## config.mk

```make
export PLATFORM = sky130hd
export DESIGN_NAME = hw_accel_frame_ctrl
export DESIGN_NICKNAME = d
export VERILOG_FILES = /design/src/rtl/hw_accel_frame_ctrl.sv
export SDC_FILE = /design/constraint.sdc
export NUM_CORES = 1
export LEC_CHECK = 0
export ABC_AREA = 1
export CELL_PAD_IN_SITES_DETAIL_PLACEMENT = 1
export CELL_PAD_IN_SITES_GLOBAL_PLACEMENT = 1
export CORE_MARGIN = 5
export CORE_UTILIZATION = 37
export CTS_CLUSTER_SIZE = 10
export DETAILED_ROUTE_END_ITERATION = 8
export PLACE_DENSITY = 0.73
export SLEW_MARGIN = 15
export SYNTH_ARGS = -nofsm -noshare
export SYNTH_HDL_FRONTEND = slang
export SYNTH_SLANG_ARGS = --single-unit
export TNS_END_PERCENT = 20
```

## constraint.sdc

```tcl
create_clock -name clk -period 1.5 [get_ports clk]
set_input_delay 0.3 -clock clk [delete_from_list [all_inputs] [get_ports clk]]
set_output_delay 0.3 -clock clk [all_outputs]
set_load 0.005 [all_outputs]
```

## src/rtl/hw_accel_frame_ctrl.sv

```systemverilog
// hw_accel_frame_ctrl: per-frame flush/kick/run sequencer with pixel counting, stall and overrun detection
module hw_accel_frame_ctrl #(
    parameter int FRAME_WIDTH = 640,
    parameter int FRAME_HEIGHT = 480,
    parameter int RST_PULSE_CYCLES = 4,
    parameter int TIMEOUT_CYCLES = 1048576,
    localparam int N = FRAME_WIDTH * FRAME_HEIGHT,
    localparam int CNT_W = $clog2(N + 1)
) (
    input  logic             clk,
    input  logic             rst_n,
    input  logic             start,
    input  logic             cont_mode,
    input  logic             abort,
    input  logic             in_valid,
    input  logic             out_valid,
    output logic             accel_rst,
    output logic             dma_kick,
    output logic             write_en,
    output logic             busy,
    output logic             frame_done,
    output logic [15:0]      frame_count,
    output logic             err_timeout,
    output logic             err_overrun,
    output logic [CNT_W-1:0] in_count,
    output logic [CNT_W-1:0] out_count
);
    localparam int TMR_W = $clog2(TIMEOUT_CYCLES);
    localparam int RST_W = $clog2(RST_PULSE_CYCLES + 1);
    localparam logic [CNT_W-1:0] N_MAX = CNT_W'(N);
    localparam logic [CNT_W-1:0] N_LAST = CNT_W'(N - 1);
    localparam logic [TMR_W-1:0] TMR_LAST = TMR_W'(TIMEOUT_CYCLES - 1);
    localparam logic [RST_W-1:0] RST_LAST = RST_W'(RST_PULSE_CYCLES - 1);
    typedef enum logic [2:0] {IDLE, FLUSH, KICK, RUN, DONE} state_t;
    state_t state_q, state_d;
    logic start_q, term_q, term_d;
    logic [RST_W-1:0] rst_cnt_q, rst_cnt_d;
    logic [TMR_W-1:0] timer_q, timer_d;
    logic [CNT_W-1:0] in_count_q, in_count_d, out_count_q, out_count_d;
    logic [15:0] frame_count_q, frame_count_d;
    logic err_timeout_q, err_timeout_d, err_overrun_q, err_overrun_d;
    logic accel_rst_q, accel_rst_d, dma_kick_q, dma_kick_d, write_en_q, write_en_d;
    logic busy_q, busy_d, frame_done_q, frame_done_d;
    always_comb begin
        state_d = state_q;
        term_d = term_q;
        rst_cnt_d = '0;
        timer_d = timer_q;
        in_count_d = in_count_q;
        out_count_d = out_count_q;
        frame_count_d = frame_count_q;
        err_timeout_d = err_timeout_q;
        err_overrun_d = err_overrun_q;
        case (state_q)
            IDLE: if (start && !start_q) begin
                state_d = FLUSH;
                term_d = 1'b0;
            end
            FLUSH: begin
                in_count_d = '0;
                out_count_d = '0;
                timer_d = '0;
                rst_cnt_d = rst_cnt_q + RST_W'(1);
                // a flush caused by abort/timeout ends the frame instead of re-kicking
                if (rst_cnt_q == RST_LAST) state_d = term_q ? IDLE : KICK;
            end
            KICK: state_d = RUN;
            RUN: begin
                if (in_valid) begin
                    if (in_count_q == N_MAX) err_overrun_d = 1'b1;
                    else in_count_d = in_count_q + CNT_W'(1);
                end
                if (out_valid) out_count_d = out_count_q + CNT_W'(1);
                timer_d = out_valid ? '0 : timer_q + TMR_W'(1);
                if (abort) begin
                    state_d = FLUSH;
                    term_d = 1'b1;
                end else if (out_valid && out_count_q == N_LAST) begin
                    state_d = DONE;
                    frame_count_d = frame_count_q + 16'd1;
                end else if (!out_valid && timer_q == TMR_LAST) begin
                    err_timeout_d = 1'b1;
                    state_d = FLUSH;
                    term_d = 1'b1;
                end
            end
            DONE: begin
                state_d = (cont_mode && !abort) ? FLUSH : IDLE;
                term_d = 1'b0;
            end
            default: state_d = IDLE;
        endcase
        accel_rst_d = state_d == FLUSH;
        dma_kick_d = state_d == KICK;
        write_en_d = state_d == RUN;
        busy_d = state_d != IDLE;
        frame_done_d = state_d == DONE;
    end
    always_ff @(posedge clk or negedge rst_n) begin
        if (!rst_n) begin
            state_q <= IDLE;
            start_q <= 1'b0;
            term_q <= 1'b0;
            rst_cnt_q <= '0;
            timer_q <= '0;
            in_count_q <= '0;
            out_count_q <= '0;
            frame_count_q <= '0;
            err_timeout_q <= 1'b0;
            err_overrun_q <= 1'b0;
            accel_rst_q <= 1'b0;
            dma_kick_q <= 1'b0;
            write_en_q <= 1'b0;
            busy_q <= 1'b0;
            frame_done_q <= 1'b0;
        end else begin
            state_q <= state_d;
            start_q <= start;
            term_q <= term_d;
            rst_cnt_q <= rst_cnt_d;
            timer_q <= timer_d;
            in_count_q <= in_count_d;
            out_count_q <= out_count_d;
            frame_count_q <= frame_count_d;
            err_timeout_q <= err_timeout_d;
            err_overrun_q <= err_overrun_d;
            accel_rst_q <= accel_rst_d;
            dma_kick_q <= dma_kick_d;
            write_en_q <= write_en_d;
            busy_q <= busy_d;
            frame_done_q <= frame_done_d;
        end
    end
    assign accel_rst = accel_rst_q;
    assign dma_kick = dma_kick_q;
    assign write_en = write_en_q;
    assign busy = busy_q;
    assign frame_done = frame_done_q;
    assign frame_count = frame_count_q;
    assign err_timeout = err_timeout_q;
    assign err_overrun = err_overrun_q;
    assign in_count = in_count_q;
    assign out_count = out_count_q;
endmodule

```

## After elaboration in Yosys (flattened, before gate mapping)

Index checks and enable logic that the tools add are counted.

| storage, ports and cells | value |
|---|---|
| word-level logic and storage cells | 78 |
| output and inout bits | 61 |
| bits in registers | 89 |
| input port bits | 7 |

| operators by class | value |
|---|---|
| add/sub/neg operators | 5 |
| reduce and logical (&&, ||, !) cells | 17 |
| equal/unequal tests | 18 |
| bitwise operators | 2 |
| multiplexer cells | 21 |

Operators by type and width:

| cell | count |
|---|---|
| case mux 19 bit (2 select lines) | 2 |
| 2-to-1 mux 19 bit | 3 |
| case mux 20 bit (2 select lines) | 1 |
| adder 19 x 1 -> 19 bit, second input constant | 2 |
| equality test 19 bit, second input constant | 2 |
| adder 20 x 1 -> 20 bit, second input constant | 1 |
| equality test 20 bit, second input constant | 1 |
| 2-to-1 mux 20 bit | 1 |
| 2-to-1 mux 3 bit | 6 |
| adder 16 x 1 -> 16 bit, second input constant | 1 |
| equality test 3 x 2 -> 1 bit, second input constant | 5 |
| case mux 3 bit (5 select lines) | 1 |
| AND reduction 3 bit | 3 |
| != test 2 bit, second input constant | 4 |
| AND reduction 4 bit | 2 |
| equality test 3 x 1 -> 1 bit, second input constant | 2 |
| equality test 3 bit, second input constant | 2 |
| != test 3 bit, second input constant | 2 |
| nonzero test 3 bit | 2 |
| 2-to-1 mux 1 bit | 5 |
| logical AND 1 bit | 4 |
| adder 3 x 1 -> 3 bit, second input constant | 1 |
| zero test 1 bit | 3 |
| zero test 3 bit | 1 |
| 5 further kinds | 6 |

## Logic depth before layout (Yosys ltp)

| depth | value |
|---|---|
| word-level depth | 7 |
| mapped depth | 12 |
| mapped depth without buffers | 11 |

## Worst setup path after synthesis

Ideal clock, no wire load.

| path | value |
|---|---|
| path type | register to register |
| start | reg out_count_q[0] (netlist: out_count[0]) |
| end | reg frame_count_q[10] (netlist: frame_count[10]) |
| data required time | 1.380 ns |
| arrival time | 1.548 ns |
| path buffers | 0 |
| library setup time | 0.120 ns |
| path slack | -0.168 ns |
| period minus slack after synthesis | 1.668 ns |
| cell stages (with the launch flop) | 11 |
| cell sequence | dfrtp_1 > ha_1 > nand2_1 > nor2_1 > nand2_1 > nor2_2 > nand2_2 > nor2_8 > nand3_2 > o21ai_1 > nand2_1 |

| on the way | value |
|---|---|
| word-level cells in the longest chain between the ends | 3 |

Ends and longest elaborated chain:

| item | line | RTL |
|---|---|---|
| start, declared | 39 | `logic [CNT_W-1:0] in_count_q, in_count_d, out_count_q, out_count_d;` |
| start signal, assigned | 123 | `out_count_q <= out_count_d;` |
| equality test 19 bit | 78 | `end else if (out_valid && out_count_q == N_LAST) begin` |
| logical AND 1 bit | 78 |  |
| AND reduction 3 bit (no source line) | -- |  |
| end signal, assigned | 124 | `frame_count_q <= frame_count_d;` |
| end, declared | 40 | `logic [15:0] frame_count_q, frame_count_d;` |

No other way between the ends.
A chain may end at the register's enable or synchronous reset.

## Worst setup path after layout

| path | value |
|---|---|
| start | reg timer_q[1] |
| end | reg timer_q[11] |

| on the way | value |
|---|---|
| word-level cells in the longest chain between the ends | 3 |

Ends and longest elaborated chain:

| item | line | RTL |
|---|---|---|
| start, declared | 38 | `logic [TMR_W-1:0] timer_q, timer_d;` |
| start signal, assigned | 121 | `timer_q <= timer_d;` |
| adder 20 x 1 -> 20 bit | 74 | `timer_d = out_valid ? '0 : timer_q + TMR_W'(1);` |
| 2-to-1 mux 20 bit | 74 |  |
| case mux 20 bit (2 select lines) | 54 | `case (state_q)` |

No other way between the ends.

==> load_flow_metrics.sql <==
INSERT INTO impl_metrics (metric_group, metric, value, unit) VALUES
('synthesis', 'ys_types', '41', ''),
('grt', 'globalRoute.totalOverflow', '0', ''),
('layout', 'instances_no_fill', '1096', ''),
('synthesis', 'synth.avg_cell_area', '7.49', 'um2'),
('synthesis', 'area_share_of_the_leading_cell_type_in_the_synthesized_netlist', '44.0', '%'),
('layout', 'fillCellCount', '1559', ''),
('sta', 'finalHoldViolations', '0', ''),
('routing', 'detail-route-antenna-nets', '0', ''),
('sta', 'setup_viol', '85', ''),
('floorplan', 'floorplan.io_pins', '68', ''),
('grt', 'grt_start_max_net_pins', '57', ''),
('synthesis', 'ys_dominant_reg_cell', 'sky130_fd_sc_hd__dfrtp_1', ''),
('synthesis', 'synthesis.nets', '691', ''),
('routing', 'post_drt_wl_per_cell', '24.0', 'um'),
('layout', 'layout-drive-gt1-share', '36.4', '%'),
('clocking', 'tritoncts.num_buffers', '9', ''),
('layout', 'finish.utilization', '63.1', '%'),
('synthesis', 'most_frequent_cells_after_synthesis', '167 x sky130_fd_sc_hd__nand2_1, 89 x sky130_fd_sc_hd__dfrtp_1, 89 x sky130_fd_sc_hd__nor2_1', ''),
('synthesis', 'netlist_instances', '677', ''),
('clocking', 'cts.reportedPaths.clkPinSlew', '70', 'ps'),
('sta', 'worst_slew_margin_rel', '62.1', '%'),
('clocking', 'clock_sink_count', '89', ''),
('synthesis', 'async_flop_share', '100', '%'),
('power_and_ir_drop', 'p_leak', '4.59', 'nW'),
('layout', 'syn_to_final_growth', '66.2', '%'),
('sta', 'worstMarginPinSlew', '564', 'ps'),
('power_and_ir_drop', 'switching_share', '38.1', '%'),
('grt', 'via_count_of_the_first_global_routing_pass', '6574', ''),
('power_and_ir_drop', 'power_frac_comb', '39.1', '%'),
('power_and_ir_drop', 'pwr-share-clk', '30.9', '%'),
('min_path', 'hold_class', 'input port to register', ''),
('layout', 'num_antenna_cells', '0', ''),
('sta', 'layout_setup_ws', '-325', 'ps'),
('placed_design', 'dp_hpwl', '13600', 'um'),
('critical_path', 'critical_path_peak_fanout', '3', ''),
('critical_path', 'timing.critical_path.arrival', '2050', 'ps'),
('synthesis', 'yosys_synthesis_warning_count', '0', ''),
('synthesis', 'synth_top_cell_by_area', 'sky130_fd_sc_hd__dfrtp_1', ''),
('status', 'status', 'finished, violations left', ''),
('synthesis', 'most_common_cell_in_the_netlist', 'sky130_fd_sc_hd__nand2_1', ''),
('routing', 'wl', '26400', 'um'),
('floorplan', 'core_area', '0.0133', 'mm2'),
('placed_design', 'place.detailed.instances', '1062', ''),
('run', 'drv.max_cap_violation_count', '0', ''),
('routing', 'drc', '0', ''),
('grt', 'grt.total_usage', '25.5', '%'),
('power_and_ir_drop', 'power.ir.vdd_worst', '0.566', 'mV'),
('routing', 'drt_first_pass_iters', '5', ''),
('synthesis', 'synth_edf_count', '0', ''),
('sta', 'report.final.slew_viol_count', '0', ''),
('routing', 'avgViaCountPerCell', '5.67', ''),
('sta', 'grt_setup_unrepaired', 'yes', ''),
('clocking', 'cts_tree', 'done', ''),
('synthesis', 'syn_area', '0.00507', 'mm2'),
('placed_design', 'dpl-instance-area', '0.00707', 'mm2'),
('floorplan', 'floorplan.die.height', '127', 'um'),
('critical_path', 'timing.setup.critical_path_class', 'register to register', ''),
('power_and_ir_drop', 'power.density', '1060', 'mW/mm2'),
('floorplan', 'die_width', '127', 'um'),
('status', 'violated_checks', 'negative setup slack', ''),
('synthesis', 'ys_top_cells_by_area', 'sky130_fd_sc_hd__dfrtp_1 44%, sky130_fd_sc_hd__nand2_1 12%, sky130_fd_sc_hd__nor2_1 6.6%', ''),
('placed_design', 'finalWeightedCongestion', '0.837', ''),
('power_and_ir_drop', 'switchingPower', '3.41', 'mW'),
('clocking', 'clk_root_buffer_cell', 'sky130_fd_sc_hd__clkbuf_16', ''),
('placed_design', 'place_ws', '-346', 'ps'),
('power_and_ir_drop', 'p_int', '5.54', 'mW'),
('clocking', 'cts_htree_levels', '3', ''),
('power_and_ir_drop', 'pwr-share-seq', '30.0', '%'),
('floorplan', 'floorplan.initialDensity', '38.0', '%'),
('grt', 'grt_pass1_wl', '33100', 'um'),
('sta', 'post-route-min-period', '1830', 'ps');
-- power by group through the flow --
stage	logic (mW)	clock network (mW)	registers, mW
2_1_floorplan	1.15	0	2.70
3_3_place_gp	2.16	0	2.69
3_5_place_dp	2.24	0	2.69
4_1_cts	2.42	2.71	2.65
5_1_grt	3.61	2.88	2.69
6_report	3.50	2.77	2.69
-- layer usage --
metal / global-route usage (%) / part of all wire (%) / vias to the layer above
li1: - / - / 2682
met1: 30.1 / 39 / 3146
met2: 46.2 / 51 / 282
met3: 3.46 / 5.2 / 108
met4: 11.1 / 4.8 / 0
met5: 0 / 0 / -
-- sequential cells by signal, indices dropped and copies added (netlist names) --
register / count
timer_q: 20
in_count: 19
out_count: 19
frame_count: 16
rst_cnt_q: 3
state_q: 3
accel_rst: 1
busy: 1
dma_kick: 1
err_overrun: 1
err_timeout: 1
frame_done: 1
start_q: 1
term_q: 1
write_en: 1
-- area by class of cell --
type / count / area (um2) / share of cell area, %
repair buffers: 235 / 2190 / 26.0
clock buffers: 10 / 239 / 2.84
flip-flops and latches: 89 / 2230 / 26.5
multi-input cells: 495 / 3090 / 36.7
inverters: 85 / 337 / 4.00
repair inverters: 1 / 8.76 / 0.104
well taps: 176 / 220 / 2.61
clock inverters: 5 / 104 / 1.23
-- metrics by stage --
| stage | power, mW | setup TNS, ps | hold slack, ps |
|---|---|---|---|
| floorplan | 3.84 | -1900 | 4.41 |
| global placement | 4.85 | -12010 | 290 |
| detailed placement | 4.93 | -16080 | 292 |
| CTS | 7.78 | -14380 | 443 |
| global route | 9.18 | -18200 | 453 |
| finish | 8.95 | -13140 | 446 |
-- worst max-delay path, cell delays in order, from the launching register on --
cell	delay (ps)
sky130_fd_sc_hd__dfrtp_1	420
sky130_fd_sc_hd__buf_4	180
sky130_fd_sc_hd__nand3_4	100
sky130_fd_sc_hd__nor2_4	150
sky130_fd_sc_hd__nand4_1	180
sky130_fd_sc_hd__nor2_2	230
sky130_fd_sc_hd__buf_4	150
sky130_fd_sc_hd__nor2_2	30
sky130_fd_sc_hd__o21ai_1	130
sky130_fd_sc_hd__nand2_1	130
-- kinds of logic (layout without fill, tap and decap cells) --
logic type | after synthesis | count (layout) | share of synthesized area [%]
buf+inv | 93 | 336 | 7.19
xor+xnor | 22 | 22 | 3.80
simple gates | 376 | 376 | 33.5
compound gates | 90 | 90 | 9.80
fa+ha+maj | 7 | 7 | 1.73
flops | 89 | 89 | 44.0
-- layout by cell type, fill, tap and decap left out, types with 5 or more instances in the layout --
master,synthesis,layout
sky130_fd_sc_hd__a21oi_1,25,19
sky130_fd_sc_hd__a21oi_2,0,6
sky130_fd_sc_hd__buf_4,1,141
sky130_fd_sc_hd__buf_6,0,22
sky130_fd_sc_hd__clkbuf_16,0,10
sky130_fd_sc_hd__clkdlybuf4s50_1,0,12
sky130_fd_sc_hd__dfrtp_1,89,84
sky130_fd_sc_hd__dfrtp_2,0,5
sky130_fd_sc_hd__dlygate4sd2_1,0,5
sky130_fd_sc_hd__dlymetal6s2s_1,0,47
sky130_fd_sc_hd__inv_1,77,70
sky130_fd_sc_hd__inv_2,5,12
sky130_fd_sc_hd__nand2_1,167,132
sky130_fd_sc_hd__nand2_2,3,28
sky130_fd_sc_hd__nand2_4,1,10
sky130_fd_sc_hd__nand3_1,48,39
sky130_fd_sc_hd__nand3_2,1,6
sky130_fd_sc_hd__nand4_1,19,19
sky130_fd_sc_hd__nor2_1,89,62
sky130_fd_sc_hd__nor2_2,4,17
sky130_fd_sc_hd__nor2_4,2,16
sky130_fd_sc_hd__nor3_1,30,16
sky130_fd_sc_hd__nor3_2,1,9
sky130_fd_sc_hd__nor3_4,1,7
sky130_fd_sc_hd__o21ai_0,41,16
sky130_fd_sc_hd__o21ai_1,7,22
sky130_fd_sc_hd__o21ai_2,2,11
sky130_fd_sc_hd__xnor2_1,8,7
sky130_fd_sc_hd__xor2_1,14,13
-- final timing paths --
check	slack (ps)	start	cells after the start	end
setup / recovery	-330	timer_q[1]	9	timer_q[11]
max in group asynchronous	680	rst_n	3	out_count[6]
setup reg to reg	-330	timer_q[1]	9	timer_q[11]
hold reg to reg	500	err_overrun	1	err_overrun
min in group asynchronous	470	rst_n	3	err_overrun
hold / removal	450	start	1	start_q
-- repair_timing --
item	4_1_cts	5_1_grt
setup endpoints to repair	125	132
pin swaps	27	40
gates resized for setup	55	222
endpoints found under the hold margin	89	0
hold buffers	1	0
gates cloned	1	3
setup buffers	12	7
No activity file was read; power rests on OpenSTA's default activity.
==> RTL change 1 (same settings) <==
Put one more register stage on the output `in_count`, without a reset. The value now appears one clock later. The other outputs are not delayed to match.
--- a/src/rtl/hw_accel_frame_ctrl.sv
+++ b/src/rtl/hw_accel_frame_ctrl.sv
@@ -139,7 +139,9 @@
     assign frame_count = frame_count_q;
     assign err_timeout = err_timeout_q;
     assign err_overrun = err_overrun_q;
-    assign in_count = in_count_q;
+    always_ff @(posedge clk) begin
+        in_count <= in_count_q;
+    end
     assign out_count = out_count_q;
 endmodule
 
Function: changed (Yosys sat finds a counterexample within 10 cycles, from zero or initial values and one cycle with rst_n low).
==> RTL change 1 against the unedited design <==
The flow still finishes with violations (setup timing); non-clock buffer count is 16 lower; area after synthesis increased by 10%; die area is 9.6% higher; wire length is 17% lower; worst setup slack got worse by 110 ps; combinational power down 28%; sequential cell count is 19 higher; final area fell by 1.0%; sequential power up 18%; count of clock-buffer cells in the layout fell by 1; synthesized cell count up 11%; total power fell by 7.8%.
==> RTL change 1: results (changes against the unedited design) <==
Worst Setup SP out_count[10] (was timer_q[1]); internal cell power 0.00530 W (was 0.00554 W); setup violators final 62 (was 85); dpl cell area 7440 sq um (was 7070 sq um); net load switching power 0.00296 W (was 0.00341 W); final setup margin -434 ps (was -325 ps); Area growth syn-to-layout 49.0% (was 66.2%); FF-to-FF End frame_count[9] (was timer_q[11]); GRT met1 Usage 0.277 (was 0.301); multi-input logic area 2960 sq um (was 3090 sq um); Max IR drop VDD 0.751 mV (was 0.566 mV); Register-to-Register Path Depth 10 (was 9); ratio of cells with drive above 1 in the final layout 0.271 (was 0.364); total wire length 21800 um (was 26400 um); Leak 4.25 nW (was 4.59 nW); GRT Overall Usage 0.239 (was 0.255); Setup Skew 6.07 ps (was 9.81 ps); M1 WL 8840 um (was 10200 um); Seq. cell area 2610 sq um (was 2230 sq um); post-route cell area 8340 sq um (was 8420 sq um); DR WL met2 11300 um (was 13500 um); synthesized netlist cell count 753 (was 677); status finished, violations left (unchanged); Post-synth top cells nand2_1, nor2_1, dfrtp_1 (was nand2_1, dfrtp_1, nor2_1); largest net degree at the start of global routing 31 (was 57); Fillers 1865 (was 1559); Placed Cells 1122 (was 1062); Data buffer area share 0.230 (was 0.260); sequential power 0.00317 W (was 0.00269 W); Via Count 6144 (was 6218); DP Worst Slack -410 ps (was -346 ps); asr flop ratio synth 0.824 (was 1.00); Post-Syn Nets 767 (was 691); Clock buffer cells 9 (was 10); layout net count 987 (was 930); Worst-Margin Slew 493 ps (was 564 ps); failing checks setup timing (unchanged); sequential cell count 108 (was 89); Min Hold Slack 413 ps (was 446 ps); Avg WL per Cell 18.7 um (was 24.0 um); top cells by area, synth dfrtp_1, nand2_1, nor2_1 (unchanged); crit-path max FO 8 (was 3); 1st-iter DRT viols 392 (was 485); ClkCell Share 0.0369 (was 0.0407); Inverters 80 (was 86); sequential area share after synthesis 0.466 (was 0.440); first-pass GRT wire length 34400 um (was 33100 um); reg2reg setup slack -430 ps (was -330 ps)
RTL change 1: cell count changes after synthesis, sizes merged, moves of 3 or more:
cell	change
nand2	+57
nor2	+27
dfxtp	+19
nor3	-19
a21oi	-11
xor2	+11
xnor2	-5
inv	-4
nand4	+3
o21ai	-3
o22ai	-3
RTL change 1: logic make-up after synthesis:
family | share of synthesized area
AND/OR/NAND/NOR | 0.341
flip-flops | 0.466
buffers and inverters | 0.0644
AO/OA/AOI/OAI | 0.0693
XOR/XNOR | 0.0438
adder cells (fa/ha/maj) | 0.0157
RTL change 1: worst reg2reg max path, cell delays in order, from the launching register on:
cell,delay (ps)
dfrtp_1,430
nand2_1,170
nor2_2,180
inv_1,70
nor2_2,130
nand4_1,250
nor2_4,240
buf_6,150
buf_16,130
nand2_4,40
o21ai_1,70
RTL change 1: repair_timing:
action                                  CTS  global route
gates resized for setup                 102            93
endpoints found under the setup margin  110            98
gates cloned                              1             0
buffers inserted                         23             6
hold buffers                              1             0
endpoints found under the hold margin    26             0
pin swaps                                15             8
==> RTL change 2 (same flow settings) <==
Made on the original files. Change the parameter `FRAME_HEIGHT` from 480 to 120.
--- a/src/rtl/hw_accel_frame_ctrl.sv
+++ b/src/rtl/hw_accel_frame_ctrl.sv
@@ -1,7 +1,7 @@
 // hw_accel_frame_ctrl: per-frame flush/kick/run sequencer with pixel counting, stall and overrun detection
 module hw_accel_frame_ctrl #(
     parameter int FRAME_WIDTH = 640,
-    parameter int FRAME_HEIGHT = 480,
+    parameter int FRAME_HEIGHT = 120,
     parameter int RST_PULSE_CYCLES = 4,
     parameter int TIMEOUT_CYCLES = 1048576,
     localparam int N = FRAME_WIDTH * FRAME_HEIGHT,
Ports: changed (resized in_count and out_count); port bits go from 68 to 64. The function was not compared with the original's and may differ.
==> RTL change 2 against the unedited design <==
The flow still finishes with violations (setup timing); die area down 4.4%; final area is 10% lower; sequential cell count shrank 4; area after synthesis shrank 4.8%; wire length decreased by 23%; total power is 19% lower; worst setup slack better by 100 ps; global-route usage fell by 1.5 points; via count decreased by 14%; critical endpoint is now write_en; largest power group is now registers; highest routed layer unchanged.
==> RTL change 2: results (changes against the unedited design) <==
ratio of cells with drive above 1 in the final layout 0.333 (was 0.364); vias in the first global route 5685 (was 6574); Worst-Margin Slew 445 ps (was 564 ps); CP arrival 1990 ps (was 2050 ps); GRT Overall Usage 0.240 (was 0.255); GPL Wtd Cong 0.868 (was 0.837); IO buf count 63 (was 67); Setup Skew 12.3 ps (was 9.81 ps); status finished, violations left (unchanged); sequential area share after synthesis 0.441 (was 0.440); layout net count 862 (was 930); final setup margin -221 ps (was -325 ps); DP Wirelength 13000 um (was 13600 um); Leak 3.71 nW (was 4.59 nW); dpl cell area 6510 sq um (was 7070 sq um); Post-synth top cells nand2_1, dfrtp_1, inv_1 (was nand2_1, dfrtp_1, nor2_1); Vias/cell 5.24 (was 5.67); first-pass GRT wire length 30100 um (was 33100 um); Max IR drop VDD 0.620 mV (was 0.566 mV); Avg WL per Cell 19.9 um (was 24.0 um); root buffer cell clkbuf_16 (unchanged); 1st-iter DRT viols 342 (was 485); setup_tns -6800 ps (was -13140 ps); failing checks setup timing (unchanged); Synth cell types 35 (was 41); Post-Syn Nets 656 (was 691); setup violators final 60 (was 85); top cells by area, synth dfrtp_1, nand2_1, inv_1 (was dfrtp_1, nand2_1, nor2_1); crit-path max FO 4 (was 3); Synth Warn # 0 (unchanged); largest net degree at the start of global routing 32 (was 57); Worst-Skew Late Latency 350 ps; min-delay worst type primary input to async pin (was primary input to flip-flop); Fillers 1575 (was 1559)
==> RTL change 2: final timing paths <==
check | startpoint | end | slack [ps] | depth (start not counted)
max in group asynchronous | rst_n | frame_count[2] | 500 | 3
setup / recovery | state_q[2] | write_en | -220 | 10
setup reg to reg | state_q[2] | write_en | -220 | 10
hold reg to reg | rst_cnt_q[0] | rst_cnt_q[0] | 450 | 1
hold / removal | rst_n | timer_q[2] | 410 | 2
min in group clk | rst_cnt_q[0] | rst_cnt_q[0] | 450 | 1
==> RTL change 2: worst max-delay path, stage by stage (launching register included) <==
cell and delay [ps]:
dfrtp_1 400, inv_2 90, nand2_4 70, buf_4 170
nor2_4 130, inv_2 110, nor3_2 210, nor2_1 90
nand2_1 140, inv_2 60, a21oi_1 150
==> RTL change 2: layer usage <==
layer	GRT usage	up-vias	share of wire
met5	0	-	0
met4	0.0780	0	0.026
met3	0.0356	46	0.030
met2	0.411	119	0.51
met1	0.310	2716	0.43
li1	-	2487	-
==> RTL change 2: logic make-up (layout without fill, tap and decap cells) <==
logic type      after synthesis  after routing  synth area share
compound gates               74             74            0.0830
xor+xnor                     32             32            0.0581
fa+ha+maj                     7              7            0.0181
buf+inv                      94            305            0.0752
flops                        85             85             0.441
mux                           1              1           0.00207
simple gates                349            349             0.323
==> RTL change 2: power by group <==
group	internal (W)	switching (W)
registers	0.00242	0.000102
clock network	0.00143	0.00100
logic	0.000852	0.00145
total	0.00470	0.00255
==> RTL change 2: cell type report <==
| class | instances | area share |
|---|---|---|
| clock inverter | 3 | 0.00564 |
| clock buffer | 13 | 0.0358 |
| timing repair buffer | 204 | 0.230 |
| multi-input combinational | 463 | 0.371 |
| timing repair inverter | 1 | 0.000996 |
| sequential | 85 | 0.283 |
| inverter | 84 | 0.0448 |
| tap | 172 | 0.0285 |
==> RTL change 2: what timing repair did <==
action	in CTS	in global routing
pin swaps	18	18
endpoints found under the hold margin	23	0
gates resized for setup	136	83
gates cloned	2	1
hold buffers	1	0
buffers inserted	8	14
endpoints found under the setup margin	118	79
==> RTL change 2: stage by stage <==
| stage | worst slack [ps] | util | cells | total power [W] |
|---|---|---|---|---|
| finish | -221 | 0.593 | 1025 | 0.00725 |
| global route | -353 | 0.593 | 1025 | 0.00752 |
| CTS | -177 | 0.560 | 1010 | 0.00687 |
| detailed placement | -421 | 0.512 | 983 | 0.00422 |
| global placement | -346 | 0.512 | 983 | 0.00412 |
| floorplan | -36.4 | - | 642 | 0.00337 |
